## src/rtl/burst_stats.sv

```systemverilog
// Burst statistics collector: tracks min/max/count (and optionally sum) of each run of
// valid samples and reports them with a one-cycle pulse. Define BURST_STATS_SUM_EN for sum_o.
module burst_stats #(
    parameter int WORD_LEN = 8,
    parameter int CNT_W    = 8,
    parameter int SUM_W    = 16
) (
    input  logic                clk,
    input  logic                rst,
    input  logic [WORD_LEN-1:0] dat_i,
    input  logic                val_i,
    output logic [WORD_LEN-1:0] min_o,
    output logic [WORD_LEN-1:0] max_o,
    output logic [CNT_W-1:0]    cnt_o,
`ifdef BURST_STATS_SUM_EN
    output logic [SUM_W-1:0]    sum_o,
`endif
    output logic                val_o
);

    typedef enum logic {
        IDLE = 1'b0,
        ACC  = 1'b1
    } state_t;

    // The sum path zero-extends samples, so it must be at least as wide as a sample.
    if (SUM_W < WORD_LEN) begin : g_bad_sum_w
        $error("burst_stats: SUM_W must be >= WORD_LEN");
    end

    state_t              r_state, w_state_next;
    logic [WORD_LEN-1:0] r_min_acc, w_min_acc_next;
    logic [WORD_LEN-1:0] r_max_acc, w_max_acc_next;
    logic [CNT_W-1:0]    r_cnt_acc, w_cnt_acc_next;
    logic [WORD_LEN-1:0] r_min, w_min_next;
    logic [WORD_LEN-1:0] r_max, w_max_next;
    logic [CNT_W-1:0]    r_cnt, w_cnt_next;
    logic                r_val, w_val_next;
    logic [CNT_W-1:0]    w_cnt_inc;

    assign w_cnt_inc = (r_cnt_acc == {CNT_W{1'b1}}) ? r_cnt_acc : r_cnt_acc + CNT_W'(1);

`ifdef BURST_STATS_SUM_EN
    logic [SUM_W-1:0] r_sum_acc, w_sum_acc_next;
    logic [SUM_W-1:0] r_sum, w_sum_next;
    logic [SUM_W:0]   w_sum_wide;
    logic [SUM_W-1:0] w_sum_inc;

    // One extra bit catches the carry so the sum clamps instead of wrapping.
    assign w_sum_wide = {1'b0, r_sum_acc} + (SUM_W + 1)'(dat_i);
    assign w_sum_inc  = w_sum_wide[SUM_W] ? {SUM_W{1'b1}} : w_sum_wide[SUM_W-1:0];
`endif

    always_comb begin
        w_state_next   = r_state;
        w_min_acc_next = r_min_acc;
        w_max_acc_next = r_max_acc;
        w_cnt_acc_next = r_cnt_acc;
        w_min_next     = r_min;
        w_max_next     = r_max;
        w_cnt_next     = r_cnt;
        w_val_next     = 1'b0;
`ifdef BURST_STATS_SUM_EN
        w_sum_acc_next = r_sum_acc;
        w_sum_next     = r_sum;
`endif
        case (r_state)
            IDLE: begin
                if (val_i) begin
                    w_state_next   = ACC;
                    w_min_acc_next = dat_i;
                    w_max_acc_next = dat_i;
                    w_cnt_acc_next = CNT_W'(1);
`ifdef BURST_STATS_SUM_EN
                    w_sum_acc_next = SUM_W'(dat_i);
`endif
                end
            end
            ACC: begin
                if (val_i) begin
                    if (dat_i < r_min_acc) w_min_acc_next = dat_i;
                    if (dat_i > r_max_acc) w_max_acc_next = dat_i;
                    w_cnt_acc_next = w_cnt_inc;
`ifdef BURST_STATS_SUM_EN
                    w_sum_acc_next = w_sum_inc;
`endif
                end else begin
                    w_state_next = IDLE;
                    w_min_next   = r_min_acc;
                    w_max_next   = r_max_acc;
                    w_cnt_next   = r_cnt_acc;
                    w_val_next   = 1'b1;
`ifdef BURST_STATS_SUM_EN
                    w_sum_next   = r_sum_acc;
`endif
                end
            end
            default: w_state_next = IDLE;
        endcase
    end

    always_ff @(posedge clk) begin
        if (rst) begin
            r_state   <= IDLE;
            r_min_acc <= '0;
            r_max_acc <= '0;
            r_cnt_acc <= '0;
            r_min     <= '0;
            r_max     <= '0;
            r_cnt     <= '0;
            r_val     <= 1'b0;
`ifdef BURST_STATS_SUM_EN
            r_sum_acc <= '0;
            r_sum     <= '0;
`endif
        end else begin
            r_state   <= w_state_next;
            r_min_acc <= w_min_acc_next;
            r_max_acc <= w_max_acc_next;
            r_cnt_acc <= w_cnt_acc_next;
            r_min     <= w_min_next;
            r_max     <= w_max_next;
            r_cnt     <= w_cnt_next;
            r_val     <= w_val_next;
`ifdef BURST_STATS_SUM_EN
            r_sum_acc <= w_sum_acc_next;
            r_sum     <= w_sum_next;
`endif
        end
    end

    assign min_o = r_min;
    assign max_o = r_max;
    assign cnt_o = r_cnt;
    assign val_o = r_val;
`ifdef BURST_STATS_SUM_EN
    assign sum_o = r_sum;
`endif

endmodule
```

## config.mk

```make
export PLATFORM = sky130hd
export DESIGN_NAME = burst_stats
export DESIGN_NICKNAME = d
export VERILOG_FILES = /design/src/rtl/burst_stats.sv
export SDC_FILE = /design/constraint.sdc
export NUM_CORES = 1
export LEC_CHECK = 0
export CORE_AREA = 8 8 105 59
export DETAILED_ROUTE_END_ITERATION = 8
export DIE_AREA = 0 0 113 67
export GPL_ROUTABILITY_DRIVEN = 0
export PLACE_DENSITY = 0.83
export SETUP_SLACK_MARGIN = 0.1
export SLEW_MARGIN = 15
export SYNTH_ARGS = -nofsm -noshare
export SYNTH_HDL_FRONTEND = slang
export SYNTH_SLANG_ARGS = --single-unit
```

## constraint.sdc

```tcl
create_clock -name clk -period 4.9 [get_ports clk]
set_input_delay 0.98 -clock clk [delete_from_list [all_inputs] [get_ports clk]]
set_output_delay 0.98 -clock clk [all_outputs]
set_load 0.03 [all_outputs]
```

Word-level counts from Yosys, hierarchy flattened
Cells that the tools add are included.
- output and inout port bits: 25
- flip-flop bits (word level): 50
- logic and storage cells: 37
- bits of input ports: 11
- mux-type cells: 13
- bitwise gates (word level): 2
- $lt $le $gt $ge: 2
- add/sub/neg operators: 1
- equal/unequal tests: 6
- reductions and logical operators: 5
- operators by type and width (operator ; number):
    2-to-1 mux 8 bit ; 8
    case mux 8 bit (2 select lines) ; 3
    AND reduction 3 bit ; 3
    adder 8 x 1 -> 8 bit (second input constant) ; 1
    == test 8 bit (second input constant) ; 1
    greater-than comparator 8 bit ; 1
    less-than comparator 8 bit ; 1
    != test 2 bit (second input constant) ; 3
    != test 2 x 1 -> 1 bit (second input constant) ; 2
    2-to-1 mux 1 bit ; 2
    NOT 1 bit ; 2
    AND reduction 2 bit ; 1
    OR reduction 2 bit ; 1

Logic depth before layout (Yosys ltp)
- depth in word-level cells: 4
- mapped depth: 7
- depth with buffers taken out: 7

Worst setup path before layout
Ideal clock, no wire load.
- kind: input port to flip-flop
- from: input dat_i[6]
- to: register r_min_acc[2]
- library setup time: 0.072 ns
- arrival time: 2.391 ns
- setup slack: 2.437 ns
- buffers on the path: 0
- stages on the path: 6
- data required time: 4.828 ns
- cell sequence: ha_1 > a21o_1 > a22o_1 > o31a_1 > a41oi_4 > mux2i_1
- longest elaborated chain between the ends: 3
- RTL lines (what ; RTL line ; source):
    start, declared ; 10 ; input logic [WORD_LEN-1:0] dat_i,
    less-than comparator 8 bit ; 81 ; if (dat_i < r_min_acc) w_min_acc_next = dat_i;
    != test 2 x 1 -> 1 bit (no source line) ; -- ;
    AND reduction 3 bit (no source line) ; -- ;
    end signal, assigned ; 118 ; r_min_acc <= w_min_acc_next;
    end, declared ; 32 ; logic [WORD_LEN-1:0] r_min_acc, w_min_acc_next;
No other way between the ends.
A chain may end at the register's enable or synchronous reset.

Worst setup path after layout
- from: input dat_i[6]
- to: register r_min_acc[4]
Same word-level chain as after synthesis.

==> impl_results.md <==
- Status: complete, no violations
- CTS resizes: 0
- Hold Slack: 457 ps
- CP required: 5130 ps
- Setup crit end kind: flop
- Die Area: 0.00757 sq mm
- Rows: 18
- Most frequent cell after synthesis: nand2_1
- Mapped Avg Cell Area: 8.63 sq um
- Share of the yosys chip area belonging to registers: 0.435
- Synth area leader: dfxtp_1
- PortBufs: 35
- Setup TNS: 0 ps
- Clk pwr share: 0.342
- Initial antenna violation count: 0
- H-tree level count: 2
- Placed cell area: 0.00271 sq mm
- Most common library cells after synthesis: nand2_1 (57), dfxtp_1 (50), a21oi_1 (31), nand2b_1 (27), inv_1 (17)
- RSZ-0062 raised after global routing: no
- Yosys warns: 0
- CP Class: primary input to flop
- Drt wl/cell: 14.3 microns
- Synth top area cells: dfxtp_1 (43%), nand2_1 (9.3%), ha_1 (8.7%)
- Hold Path Class: flop to flop
- Synth Area in XOR/XNOR: 0.0152
- Number of flops mapped to enable cells by yosys: 0
- TritonCTS Sinks: 50
- Post-synthesis adder-cell area fraction: 0.0869
- Seq pwr share: 0.518
- Largest stage delay, worst path: 450 ps
- Diodes inserted: 0
- CTS Buf Count: 5
- NetSw: 213 uW
- Synth Area in Compound Gates: 0.128
- Die span in y: 67 microns
- Largest net degree at the start of global routing: 29
- Skew-Pair Late Insertion Delay: 300 ps
- Delay-heaviest family, CP: compound AO/OA/AOI/OAI gates
- CTS root buf: clkbuf_8
- Clock skew: 11.3 ps
- Die width: 113 microns
- Post-CTS Setup Inserts: 0
- Vias in the first global route: 1739
- Clock Pin Slew Worst Setup and Hold Paths: 90 ps
- Drt initial violations: 111
- Worst-path fanout max: 5
- FILL cells: 418
- Sw Ratio: 0.254
- Dpl hpwl: 3960 microns
- Final setup viols: 0
- TritonCTS clock tree: built
- First-pass GRT wire length: 8650 microns
- Cell area after layout: 0.00282 sq mm
- Avg Vias per Cell: 5.12
- VDD IR max: 0.164 mV
- Max Freq: 358 MHz
- Tcrit/Tclk final: 0.570
- Clock period minus worst slack: 2790 ps
- Synth Register Bits: 50
- Via Count: 1855
- Static leakage: 1.04 nW
- Power Density: 298 mW/mm^2
- Comb pwr share: 0.140
- Final cell count without fillers: 362
- Initial core utilization: 0.487
- Post-route ant nets: 0
- Total GRT Usage: 0.144
- Inst Count DP: 354
- Routed wire length: 5170 microns
- Maximum capacitance violations: 0
- Simple logic cell fraction of the synthesized area: 0.222
- Internal power: 626 uW
- Boundary pin count: 36
- # DRC: 0
- Slew at the pin with the worst max-slew slack: 881 ps
- Overflow after GRT: 0
- Syn Inst Count: 267
- Largest family of logic cells by synthesized area: simple AND/OR/NAND/NOR gates
- Worst Setup Start Kind: primary input
- Post-synthesis cell type count: 34
- Top-area cell type share of the netlist area: 0.435
- TritonRoute pass-1 iters: 4
- CP bufs+invs: 1
- Syn Std Cell Area: 0.00230 sq mm
- # nets final: 328
- Core box area: 0.00473 sq mm
- Area grow syn2layout: 22.3%
- Share of cells above drive strength 1: 0.0464
- # hold bufs at CTS: 0
- Worst path cell trace: clkdlybuf4s50_1 -> ha_1 -> a21o_1 -> a22o_1 -> o31a_1 -> a41oi_4 -> mux2i_1
- WP data arrival: 3020 ps
- Synth Flop Type: dfxtp_1
- Clk buf depth: 2
- Mux share of post-synthesis cell area: 0.0695
- Footprint of the multi-input gates: 0.00120 sq mm
- Normalized max-slew margin: 0.411
- Final hold vios: 0
- Async SR Flop Fraction: 0
- Register area: 0.00100 sq mm
- Pins Over Slew Limit: 0
- Critical path's slowest cell: clkdlybuf4s50_1
- Syn_nets: 294
==> kinds of logic after synthesis <==
logic type | count (synthesis)
compound gates | 46
xor+xnor | 4
fa+ha+maj | 16
buf+inv | 27
flops | 50
mux | 16
simple gates | 108
==> final cells by class <==
| cell class | instances | area share |
|---|---|---|
| Multi-Input combinational cell | 190 | 0.426 |
| Clock buffer | 6 | 0.0258 |
| Timing Repair Buffer | 37 | 0.130 |
| Clock inverter | 2 | 0.0133 |
| Tap cell | 60 | 0.0267 |
| Inverter | 17 | 0.0227 |
| Sequential cell | 50 | 0.355 |
==> metrics by stage <==
stage | total power [mW] | utilization | worst slack [ps]
6_report | 0.839 | 0.596 | 2110
5_1_grt | 0.880 | 0.596 | 1970
4_1_cts | 0.846 | 0.596 | 2110
3_5_place_dp | 0.561 | 0.572 | 1800
3_3_place_gp | 0.556 | 0.572 | 1850
2_1_floorplan | 0.521 | - | 2440
==> power groups by stage <==
| stage | Clock, mW | Combinational, mW | Sequential [mW] |
|---|---|---|---|
| after floorplan | 0 | 0.0760 | 0.445 |
| after global placement | 0 | 0.112 | 0.444 |
| after detailed placement | 0 | 0.117 | 0.444 |
| after CTS | 0.294 | 0.117 | 0.435 |
| after global routing | 0.312 | 0.131 | 0.438 |
| final | 0.287 | 0.117 | 0.435 |
==> layer usage <==
layer / routed length, microns / track usage
met1: 2620 / 0.199
met2: 2020 / 0.208
met3: 506 / 0.0532
met4: 29 / 0.0296
met5: 0 / 0
==> final timing paths <==
kind | start | to | slack, ps | cells after the start
setup / recovery | dat_i[6] | r_min_acc[4]$_SDFFE_PP0P_ | 2110 | 7
hold / removal | min_o[0]$_SDFFE_PP0P_ | min_o[0]$_SDFFE_PP0P_ | 460 | 2
setup reg to reg | r_min_acc[6]$_SDFFE_PP0P_ | r_min_acc[4]$_SDFFE_PP0P_ | 2870 | 7
hold reg to reg | min_o[0]$_SDFFE_PP0P_ | min_o[0]$_SDFFE_PP0P_ | 460 | 2
==> flip-flops by register name, indices dropped and copies added (netlist names) <==
signal	count
cnt_o	8
min_o	8
r_max_acc	8
max_o	8
r_cnt_acc	8
r_state	1
r_min_acc	8
val_o	1
==> layout by cell type (no fill, tap or decap), drive strengths merged <==
master | Yosys | layout
a31oi | 1 | 1
o31a | 1 | 1
clkbuf | 8 | 6
inv | 17 | 17
nand3b | 1 | 1
nand2b | 27 | 27
mux2i | 16 | 16
nand4 | 3 | 3
o211ai | 2 | 2
o21a | 1 | 1
bufinv | 0 | 1
nand2 | 57 | 57
buf | 2 | 2
a311oi | 1 | 1
xor2 | 2 | 2
or3 | 1 | 1
clkinvlp | 0 | 1
ha | 16 | 16
o21ai | 4 | 4
nor2 | 9 | 9
a41oi | 1 | 1
a22o | 1 | 1
a41o | 1 | 1
nor2b | 2 | 2
clkdlybuf4s50 | 0 | 35
dfxtp | 50 | 50
o2111ai | 1 | 1
a21oi | 31 | 31
and3 | 1 | 1
a21o | 1 | 1
nor3 | 2 | 2
xnor2 | 2 | 2
nand3 | 4 | 4
and4 | 1 | 1
==> worst reg2reg max path, cell delays in order, from the launching register on <==
cell and delay (ps):
dfxtp_1 370, inv_1 50, ha_1 290, a21o_1 190, a22o_1 220, o31a_1 280
a41oi_4 330, mux2i_1 230
(Power assumes the default switching activity.)
